<file path="src/rtl/bp_fe_realigner_if.sv">
// -----------------------------------------------------------------------------
// bp_fe_realigner_if
// Bundles the fetch-side and instruction-side handshakes of the front-end
// realigner. Signal names keep the realigner's own port direction suffixes so
// the mapping to the block is obvious.
//
//   redirect_i          flush all buffered state (PC redirect)
//   fetch_v_i           fetch word valid
//   fetch_pc_i          halfword-aligned PC of the first wanted parcel
//   fetch_data_i        little-endian word at {fetch_pc_i[vaddr-1:2],2'b00}
//   fetch_ready_o       word accepted when fetch_v_i & fetch_ready_o
//   instr_v_o           instruction valid
//   instr_pc_o          PC of instr_o
//   instr_o             full instruction, or {16'b0, parcel} when compressed
//   instr_compressed_o  instr_o[15:0] is an RVC parcel
//   instr_yumi_i        consumer takes instr_o (only while instr_v_o)
//
// Modports: master = fetch source / instruction consumer, slave = realigner.
// -----------------------------------------------------------------------------
interface bp_fe_realigner_if #(
    parameter int vaddr_width_p = 32'd39
);
    logic                     redirect_i;
    logic                     fetch_v_i;
    logic [vaddr_width_p-1:0] fetch_pc_i;
    logic [31:0]              fetch_data_i;
    logic                     fetch_ready_o;
    logic                     instr_v_o;
    logic [vaddr_width_p-1:0] instr_pc_o;
    logic [31:0]              instr_o;
    logic                     instr_compressed_o;
    logic                     instr_yumi_i;

    modport master (
        output redirect_i, fetch_v_i, fetch_pc_i, fetch_data_i, instr_yumi_i,
        input  fetch_ready_o, instr_v_o, instr_pc_o, instr_o, instr_compressed_o
    );

    modport slave (
        input  redirect_i, fetch_v_i, fetch_pc_i, fetch_data_i, instr_yumi_i,
        output fetch_ready_o, instr_v_o, instr_pc_o, instr_o, instr_compressed_o
    );
endinterface

</file>
<file path="src/rtl/bp_fe_realigner.sv">
// -----------------------------------------------------------------------------
// bp_fe_realigner
// Turns a stream of aligned 32-bit fetch words into a stream of instructions.
// With BP_FE_RVC_EN defined the block understands 16-bit RVC parcels: it walks
// each word one halfword at a time, emits compressed parcels as
// {16'b0, parcel}, and stitches 32-bit instructions that straddle two fetch
// words. Without BP_FE_RVC_EN every accepted word is emitted once, as a full
// instruction at its word-aligned PC.
//
// Ports:
//   clk_i    clock, all state updates on the rising edge
//   reset_i  synchronous active-high reset
//   fe_io    bp_fe_realigner_if.slave (fetch handshake, redirect, instr handshake)
//
// Configuration macro: BP_FE_RVC_EN (compressed-aware realignment).
// -----------------------------------------------------------------------------
typedef enum logic [1:0] {
    e_bp_inv_cfg     = 2'd0,
    e_bp_unicore_cfg = 2'd1
} bp_fe_realigner_cfg_e;

module bp_fe_realigner #(
    parameter bp_fe_realigner_cfg_e cfg_p = e_bp_inv_cfg
) (
    input  logic              clk_i,
    input  logic              reset_i,
    bp_fe_realigner_if.slave  fe_io
);
    // Every supported processor config uses Sv39 virtual addresses.
    function automatic int cfg_vaddr_width(input bp_fe_realigner_cfg_e cfg);
        case (cfg)
            e_bp_inv_cfg:     cfg_vaddr_width = 32'd39;
            e_bp_unicore_cfg: cfg_vaddr_width = 32'd39;
            default:          cfg_vaddr_width = 32'd39;
        endcase
    endfunction

    localparam int vaddr_width_p = cfg_vaddr_width(cfg_p);
    localparam int instr_width_p = 32'd32;
    localparam logic [vaddr_width_p-1:0] pc_two_lp = vaddr_width_p'(2);

    typedef enum logic [1:0] {
        e_empty    = 2'b00,
        e_word     = 2'b01
`ifdef BP_FE_RVC_EN
        ,e_straddle = 2'b10
`endif
    } state_e;

    state_e                    state_q, state_d;
    logic [instr_width_p-1:0]  buf_q, buf_d;
    logic [vaddr_width_p-1:0]  pc_q, pc_d;       // word-aligned PC of buf_q
    logic                      fetch_ready_s;
    logic                      accept_s;
    logic                      instr_v_s;
    logic [vaddr_width_p-1:0]  instr_pc_s;
    logic [instr_width_p-1:0]  instr_s;
    logic                      instr_comp_s;
    logic                      unused_pc_bits_s;

`ifdef BP_FE_RVC_EN
    logic                      ptr_q, ptr_d;     // 0: low halfword next, 1: high
    logic [15:0]               strad_parcel_q, strad_parcel_d;
    logic [vaddr_width_p-1:0]  strad_pc_q, strad_pc_d;
    logic                      strad_flag_q, strad_flag_d;
    logic                      low_rvc_s;
    logic                      high_rvc_s;

    assign low_rvc_s        = (buf_q[1:0]   != 2'b11);
    assign high_rvc_s       = (buf_q[17:16] != 2'b11);
    assign fetch_ready_s    = ~fe_io.redirect_i & ((state_q == e_empty) | (state_q == e_straddle));
    assign unused_pc_bits_s = fe_io.fetch_pc_i[0];
`else
    assign fetch_ready_s    = ~fe_io.redirect_i & (state_q == e_empty);
    assign unused_pc_bits_s = ^fe_io.fetch_pc_i[1:0];
`endif

    assign accept_s = fe_io.fetch_v_i & fetch_ready_s;

    // Output decode: purely a function of registered state.
    always_comb begin
        instr_v_s    = 1'b0;
        instr_pc_s   = pc_q;
        instr_s      = buf_q;
        instr_comp_s = 1'b0;
        if (state_q == e_word) begin
`ifdef BP_FE_RVC_EN
            if (strad_flag_q) begin
                // Second half of a straddling instruction is the low parcel.
                instr_v_s  = 1'b1;
                instr_pc_s = strad_pc_q;
                instr_s    = {buf_q[15:0], strad_parcel_q};
            end else if (!ptr_q) begin
                instr_v_s = 1'b1;
                if (low_rvc_s) begin
                    instr_s      = {16'h0000, buf_q[15:0]};
                    instr_comp_s = 1'b1;
                end else begin
                    instr_s      = buf_q;
                    instr_comp_s = 1'b0;
                end
            end else if (high_rvc_s) begin
                instr_v_s    = 1'b1;
                instr_pc_s   = pc_q + pc_two_lp;
                instr_s      = {16'h0000, buf_q[31:16]};
                instr_comp_s = 1'b1;
            end else begin
                // Upper parcel starts a 32-bit instruction: nothing to emit yet.
                instr_v_s = 1'b0;
            end
`else
            instr_v_s = 1'b1;
`endif
        end else begin
            instr_v_s = 1'b0;
        end
    end

    // Next-state logic: redirect beats acceptance and yumi.
    always_comb begin
        state_d = state_q;
        buf_d   = buf_q;
        pc_d    = pc_q;
`ifdef BP_FE_RVC_EN
        ptr_d          = ptr_q;
        strad_parcel_d = strad_parcel_q;
        strad_pc_d     = strad_pc_q;
        strad_flag_d   = strad_flag_q;
`endif
        if (fe_io.redirect_i) begin
            state_d = e_empty;
`ifdef BP_FE_RVC_EN
            strad_flag_d = 1'b0;
`endif
        end else if (accept_s) begin
            state_d = e_word;
            buf_d   = fe_io.fetch_data_i;
            pc_d    = {fe_io.fetch_pc_i[vaddr_width_p-1:2], 2'b00};
`ifdef BP_FE_RVC_EN
            ptr_d = fe_io.fetch_pc_i[1];
            // Only the word directly following the saved parcel completes it.
            strad_flag_d = (state_q == e_straddle)
                         & (fe_io.fetch_pc_i == (strad_pc_q + pc_two_lp));
`endif
        end else if (state_q == e_word) begin
`ifdef BP_FE_RVC_EN
            if (strad_flag_q) begin
                if (fe_io.instr_yumi_i) begin
                    strad_flag_d = 1'b0;
                    ptr_d        = 1'b1;
                end else begin
                    strad_flag_d = 1'b1;
                end
            end else if (!ptr_q) begin
                if (fe_io.instr_yumi_i) begin
                    if (low_rvc_s) begin
                        ptr_d = 1'b1;
                    end else begin
                        state_d = e_empty;
                    end
                end else begin
                    ptr_d = 1'b0;
                end
            end else if (high_rvc_s) begin
                if (fe_io.instr_yumi_i) begin
                    state_d = e_empty;
                end else begin
                    state_d = e_word;
                end
            end else begin
                // Park the first half and go fetch the next word.
                strad_parcel_d = buf_q[31:16];
                strad_pc_d     = pc_q + pc_two_lp;
                state_d        = e_straddle;
            end
`else
            if (fe_io.instr_yumi_i) begin
                state_d = e_empty;
            end else begin
                state_d = e_word;
            end
`endif
        end else begin
            state_d = state_q;
        end
    end

    // State registers with synchronous reset.
    always_ff @(posedge clk_i) begin
        if (reset_i) begin
            state_q <= e_empty;
            buf_q   <= '0;
            pc_q    <= '0;
`ifdef BP_FE_RVC_EN
            ptr_q          <= 1'b0;
            strad_parcel_q <= 16'h0000;
            strad_pc_q     <= '0;
            strad_flag_q   <= 1'b0;
`endif
        end else begin
            state_q <= state_d;
            buf_q   <= buf_d;
            pc_q    <= pc_d;
`ifdef BP_FE_RVC_EN
            ptr_q          <= ptr_d;
            strad_parcel_q <= strad_parcel_d;
            strad_pc_q     <= strad_pc_d;
            strad_flag_q   <= strad_flag_d;
`endif
        end
    end

    assign fe_io.fetch_ready_o      = fetch_ready_s;
    assign fe_io.instr_v_o          = instr_v_s;
    assign fe_io.instr_pc_o         = instr_pc_s;
    assign fe_io.instr_o            = instr_s;
    assign fe_io.instr_compressed_o = instr_comp_s;
endmodule

</file>
<file path="src/flat_wrapper.sv">
// flat-port wrapper written by rule: the top's interface ports become plain ports
module bp_fe_realigner_flat 
#(
    parameter bp_fe_realigner_cfg_e cfg_p = e_bp_inv_cfg
)
  (clk_i, reset_i, fe_io_redirect_i, fe_io_fetch_v_i, fe_io_fetch_pc_i, fe_io_fetch_data_i, fe_io_instr_yumi_i, fe_io_fetch_ready_o, fe_io_instr_v_o, fe_io_instr_pc_o, fe_io_instr_o, fe_io_instr_compressed_o);
  bp_fe_realigner_if fe_io_i ();
  input  logic clk_i;
  input  logic reset_i;
  input wire logic [$bits(fe_io_i.redirect_i)-1:0] fe_io_redirect_i;
  input wire logic [$bits(fe_io_i.fetch_v_i)-1:0] fe_io_fetch_v_i;
  input wire logic [$bits(fe_io_i.fetch_pc_i)-1:0] fe_io_fetch_pc_i;
  input wire logic [$bits(fe_io_i.fetch_data_i)-1:0] fe_io_fetch_data_i;
  input wire logic [$bits(fe_io_i.instr_yumi_i)-1:0] fe_io_instr_yumi_i;
  output wire logic [$bits(fe_io_i.fetch_ready_o)-1:0] fe_io_fetch_ready_o;
  output wire logic [$bits(fe_io_i.instr_v_o)-1:0] fe_io_instr_v_o;
  output wire logic [$bits(fe_io_i.instr_pc_o)-1:0] fe_io_instr_pc_o;
  output wire logic [$bits(fe_io_i.instr_o)-1:0] fe_io_instr_o;
  output wire logic [$bits(fe_io_i.instr_compressed_o)-1:0] fe_io_instr_compressed_o;
  assign fe_io_i.redirect_i = fe_io_redirect_i;
  assign fe_io_i.fetch_v_i = fe_io_fetch_v_i;
  assign fe_io_i.fetch_pc_i = fe_io_fetch_pc_i;
  assign fe_io_i.fetch_data_i = fe_io_fetch_data_i;
  assign fe_io_i.instr_yumi_i = fe_io_instr_yumi_i;
  assign fe_io_fetch_ready_o = fe_io_i.fetch_ready_o;
  assign fe_io_instr_v_o = fe_io_i.instr_v_o;
  assign fe_io_instr_pc_o = fe_io_i.instr_pc_o;
  assign fe_io_instr_o = fe_io_i.instr_o;
  assign fe_io_instr_compressed_o = fe_io_i.instr_compressed_o;
  bp_fe_realigner #(.cfg_p(cfg_p)) u_core (.clk_i(clk_i), .reset_i(reset_i), .fe_io(fe_io_i));
endmodule
</file>
<file path="config.mk">
export PLATFORM = sky130hd
export DESIGN_NAME = bp_fe_realigner_flat
export DESIGN_NICKNAME = d
export VERILOG_FILES = /design/src/rtl/bp_fe_realigner_if.sv /design/src/rtl/bp_fe_realigner.sv /design/src/flat_wrapper.sv
export SDC_FILE = /design/constraint.sdc
export NUM_CORES = 1
export LEC_CHECK = 0
export BUFFER_PORTS_ARGS = -buffer_cell sky130_fd_sc_hd__buf_2
export CAP_MARGIN = 0
export CORE_MARGIN = 4
export CORE_UTILIZATION = 33
export DETAILED_ROUTE_END_ITERATION = 8
export HOLD_SLACK_MARGIN = 0.02
export PLACE_DENSITY = 0.7
export SYNTH_ARGS = -nofsm -noshare
export SYNTH_HDL_FRONTEND = slang
export SYNTH_SLANG_ARGS = --single-unit
</file>
<file path="constraint.sdc">
create_clock -name clk_i -period 2.7 [get_ports clk_i]
set_input_delay 0.675 -clock clk_i [delete_from_list [all_inputs] [get_ports clk_i]]
set_output_delay 0.675 -clock clk_i [all_outputs]
set_load 0.02 [all_outputs]
</file>
==> results.sh <==
export IMPL_status="complete, no violations"
export IMPL_relSlewSlack=0.6101
export IMPL_dieArea_sq_um=11170
export IMPL_worstRegToRegCells=3
export IMPL_maxSlewViolCount=0
export IMPL_grt_pass1_wl_mm=11.26
export IMPL_drc=0
export IMPL_finalCritPeriodShare=0.6377
export IMPL_num_rows=35
export IMPL_cp_slowest_cell="buf_2"
export IMPL_slowest_delay_ps=170
export IMPL_insertedDiodeCount=0
export IMPL_gp_congestion=0.6818
export IMPL_antenna_left=0
export IMPL_met2_usage=0.1944
export IMPL_cts_buffer_depth=2
export IMPL_power_density_nw_per_um2=552.7
export IMPL_hp_class="reg -> reg"
export IMPL_finalSetupTns_ps=0
export IMPL_synth_top_family_by_area="simple AND/OR/NAND/NOR gates"
export IMPL_die_x_microns=105.7
export IMPL_cts_root_buffer="clkbuf_8"
export IMPL_port_buffers=144
export IMPL_worstSetupStartpointType="input port"
export IMPL_rsz0062_at_grt="no"
export IMPL_post_cts_setup_buffers=0
export IMPL_finalCriticalPeriod_ps=1722
export IMPL_clkSlewWorstSetupHoldPaths_ps=70
export IMPL_postCtsResizedCells=0
export IMPL_path_max_fanout=3
export IMPL_routed_wl_mm=6.964
export IMPL_yosys_cell_types_count=11
export IMPL_first_pass_iters=4
export IMPL_postSynthAreaPerCell_sq_um=10.20
export IMPL_rr_startpoint="u_core.state_q[0]"
export IMPL_timing_rr_end="u_core.fe_io.instr_o[11]"
export IMPL_cts_sinks=70
export IMPL_synthSimpleGateAreaFrac=0.2832
export IMPL_clk_latency_ps=330
export IMPL_place_area_sq_um=3939
export IMPL_grt_met3_usage=0.05266
export IMPL_hpwl_mm=4.835
export IMPL_nets=519
export IMPL_grt_pass1_vias=2394
export IMPL_synth_xor_area_frac=0
export IMPL_final_cell_area_sq_um=4126
export IMPL_worstPathRequired_ps=2030
export IMPL_coreArea_sq_um=9284
export IMPL_area_growth_syn_to_layout_pct=30.98
export IMPL_die_h_microns=105.7
export IMPL_setup_worst_path_end="fe_io_fetch_ready_o"
export IMPL_fillers=933
export IMPL_criticalPathCategory="in -> out"
export IMPL_synth_adder_area_share=0
export IMPL_wire_per_inst_microns=12.09
export IMPL_synth_area_mux_share=0.2192
export IMPL_reg2reg_slack_ps=1200
export IMPL_seq_area_frac_synth=0.4448
export IMPL_overflow=0
export IMPL_end_kind="primary output"
export IMPL_io_pins=150
export IMPL_crit_chain="buf_2 > nor2_1 > buf_2"
export IMPL_finalClockSkew_ps=8.793
export IMPL_synth_compound_area_share=0.002383
export IMPL_antenna_found_initial=0
export IMPL_holdBufCountCts=0
export IMPL_initialDrtViolationCount=76
export IMPL_synthCells=309
export IMPL_start_util=0.3394
export IMPL_cts_tree="done"
export IMPL_setup_worst_path_start="fe_io_redirect_i"
export IMPL_fmax_mhz=580.8
export IMPL_busiest_layer="met2"
export IMPL_num_vias=2405
export IMPL_ys_warn_count=0
export IMPL_cts_max_level=3
export IMPL_use_met1=0.1499
export IMPL_dp_slack_ps=776.6
export IMPL_grt_max_degree=140
export IMPL_synth_ff_latch_count=70
export IMPL_cts_buffers=9
export IMPL_drive_above_1_share=0.3647
export IMPL_synth_area_sq_um=3151
export IMPL_cap_violations=0
export IMPL_vdd_drop_max_uv=261.9
export IMPL_hold_viol=0
export IMPL_via_per_inst=4.175
export IMPL_setup_viol=0
export IMPL_arrival_ps=1050
export IMPL_grt_usage=0.1223
export IMPL_p_leak_nw=1.883
export IMPL_path_common_cell="buf_2"
export IMPL_worst_slack_ps=978.2
export IMPL_tightest_slew_ps=584.9
==> critical path, delay by kind of cell <==
kind / cells / cell delay (ps)
buffers and inverters: 2 / 300
and+or+nand+nor: 1 / 80
==> cell usage after synthesis <==
library cell | number | area (sq um)
a211oi_1 | 1 | 7.510
buf_2 | 1 | 5.000
buf_4 | 9 | 67.56
buf_8 | 2 | 30.03
clkbuf_1 | 14 | 52.55
conb_1 | 1 | 3.750
dfxtp_1 | 70 | 1401
mux2i_1 | 69 | 690.7
nand2b_1 | 140 | 875.8
nor2_1 | 1 | 3.750
nor3b_2 | 1 | 12.51
==> worst min path at each step <==
stage | from | endpoint | cells past startpoint
floorplan | u_core.fe_io.instr_o[10] | u_core.fe_io.instr_o[10] | 2
global placement | u_core.fe_io.instr_pc_o[13] | u_core.fe_io.instr_pc_o[13] | 2
detailed placement | u_core.fe_io.instr_o[23] | u_core.fe_io.instr_o[23] | 2
CTS | u_core.fe_io.instr_o[19] | u_core.fe_io.instr_o[19] | 2
global route | u_core.fe_io.instr_pc_o[27] | u_core.fe_io.instr_pc_o[27] | 2
finish | u_core.fe_io.instr_pc_o[7] | u_core.fe_io.instr_pc_o[7] | 2
==> kinds of logic after synthesis <==
kind of cell | after synthesis
compound gates | 1
buf+inv | 26
flops | 70
mux | 69
other cells | 1
simple gates | 142
==> flip-flops by register name (all words and copies together), names as in the netlist <==
register	flops
u_core.fe_io.instr_pc_o	37
u_core.fe_io.instr_o	32
u_core.state_q	1
==> power by group <==
part / internal, W / switching [W]
clock: 0.000420 / 0.000392
combinational: 0.000167 / 0.000189
sequential: 0.00109 / 0.0000268
==> area by class of cell <==
type	count	area (sq um)	share of cell area
clock buffer	9	123.9	0.03002
clock inverter	6	63.81	0.01546
tap	129	161.4	0.03911
timing repair buffer	147	768.2	0.1862
multi-input combinational	215	1608	0.3896
sequential	70	1401	0.3396
==> cell usage in the layout (no fill, tap or decap), drive strengths merged <==
cell      count
nor2          1
nand2b      140
mux2i        69
clkinvlp      2
dfxtp        70
conb          3
buf         147
nor3b         1
a211oi        1
bufinv        1
clkbuf        9
clkinv        3
==> stage by stage <==
step / cells / hold slack [ps] / total power (W) / utilization
2_1_floorplan: 311 / 546.0 / 0.001372 / -
3_3_place_gp: 561 / 455.2 / 0.001487 / 0.4243
3_5_place_dp: 561 / 458.2 / 0.001497 / 0.4243
4_1_cts: 576 / 474.2 / 0.002324 / 0.4445
5_1_grt: 576 / 487.0 / 0.002401 / 0.4445
6_report: 576 / 471.3 / 0.002281 / 0.4445
==> routing by layer <==
metal	up-vias	part of all wire
met2	83	0.47
met1	1063	0.44
met5	-	0
li1	1253	-
met3	6	0.084
met4	0	0.0082
Note: power is estimated with default switching activity, not from simulation.
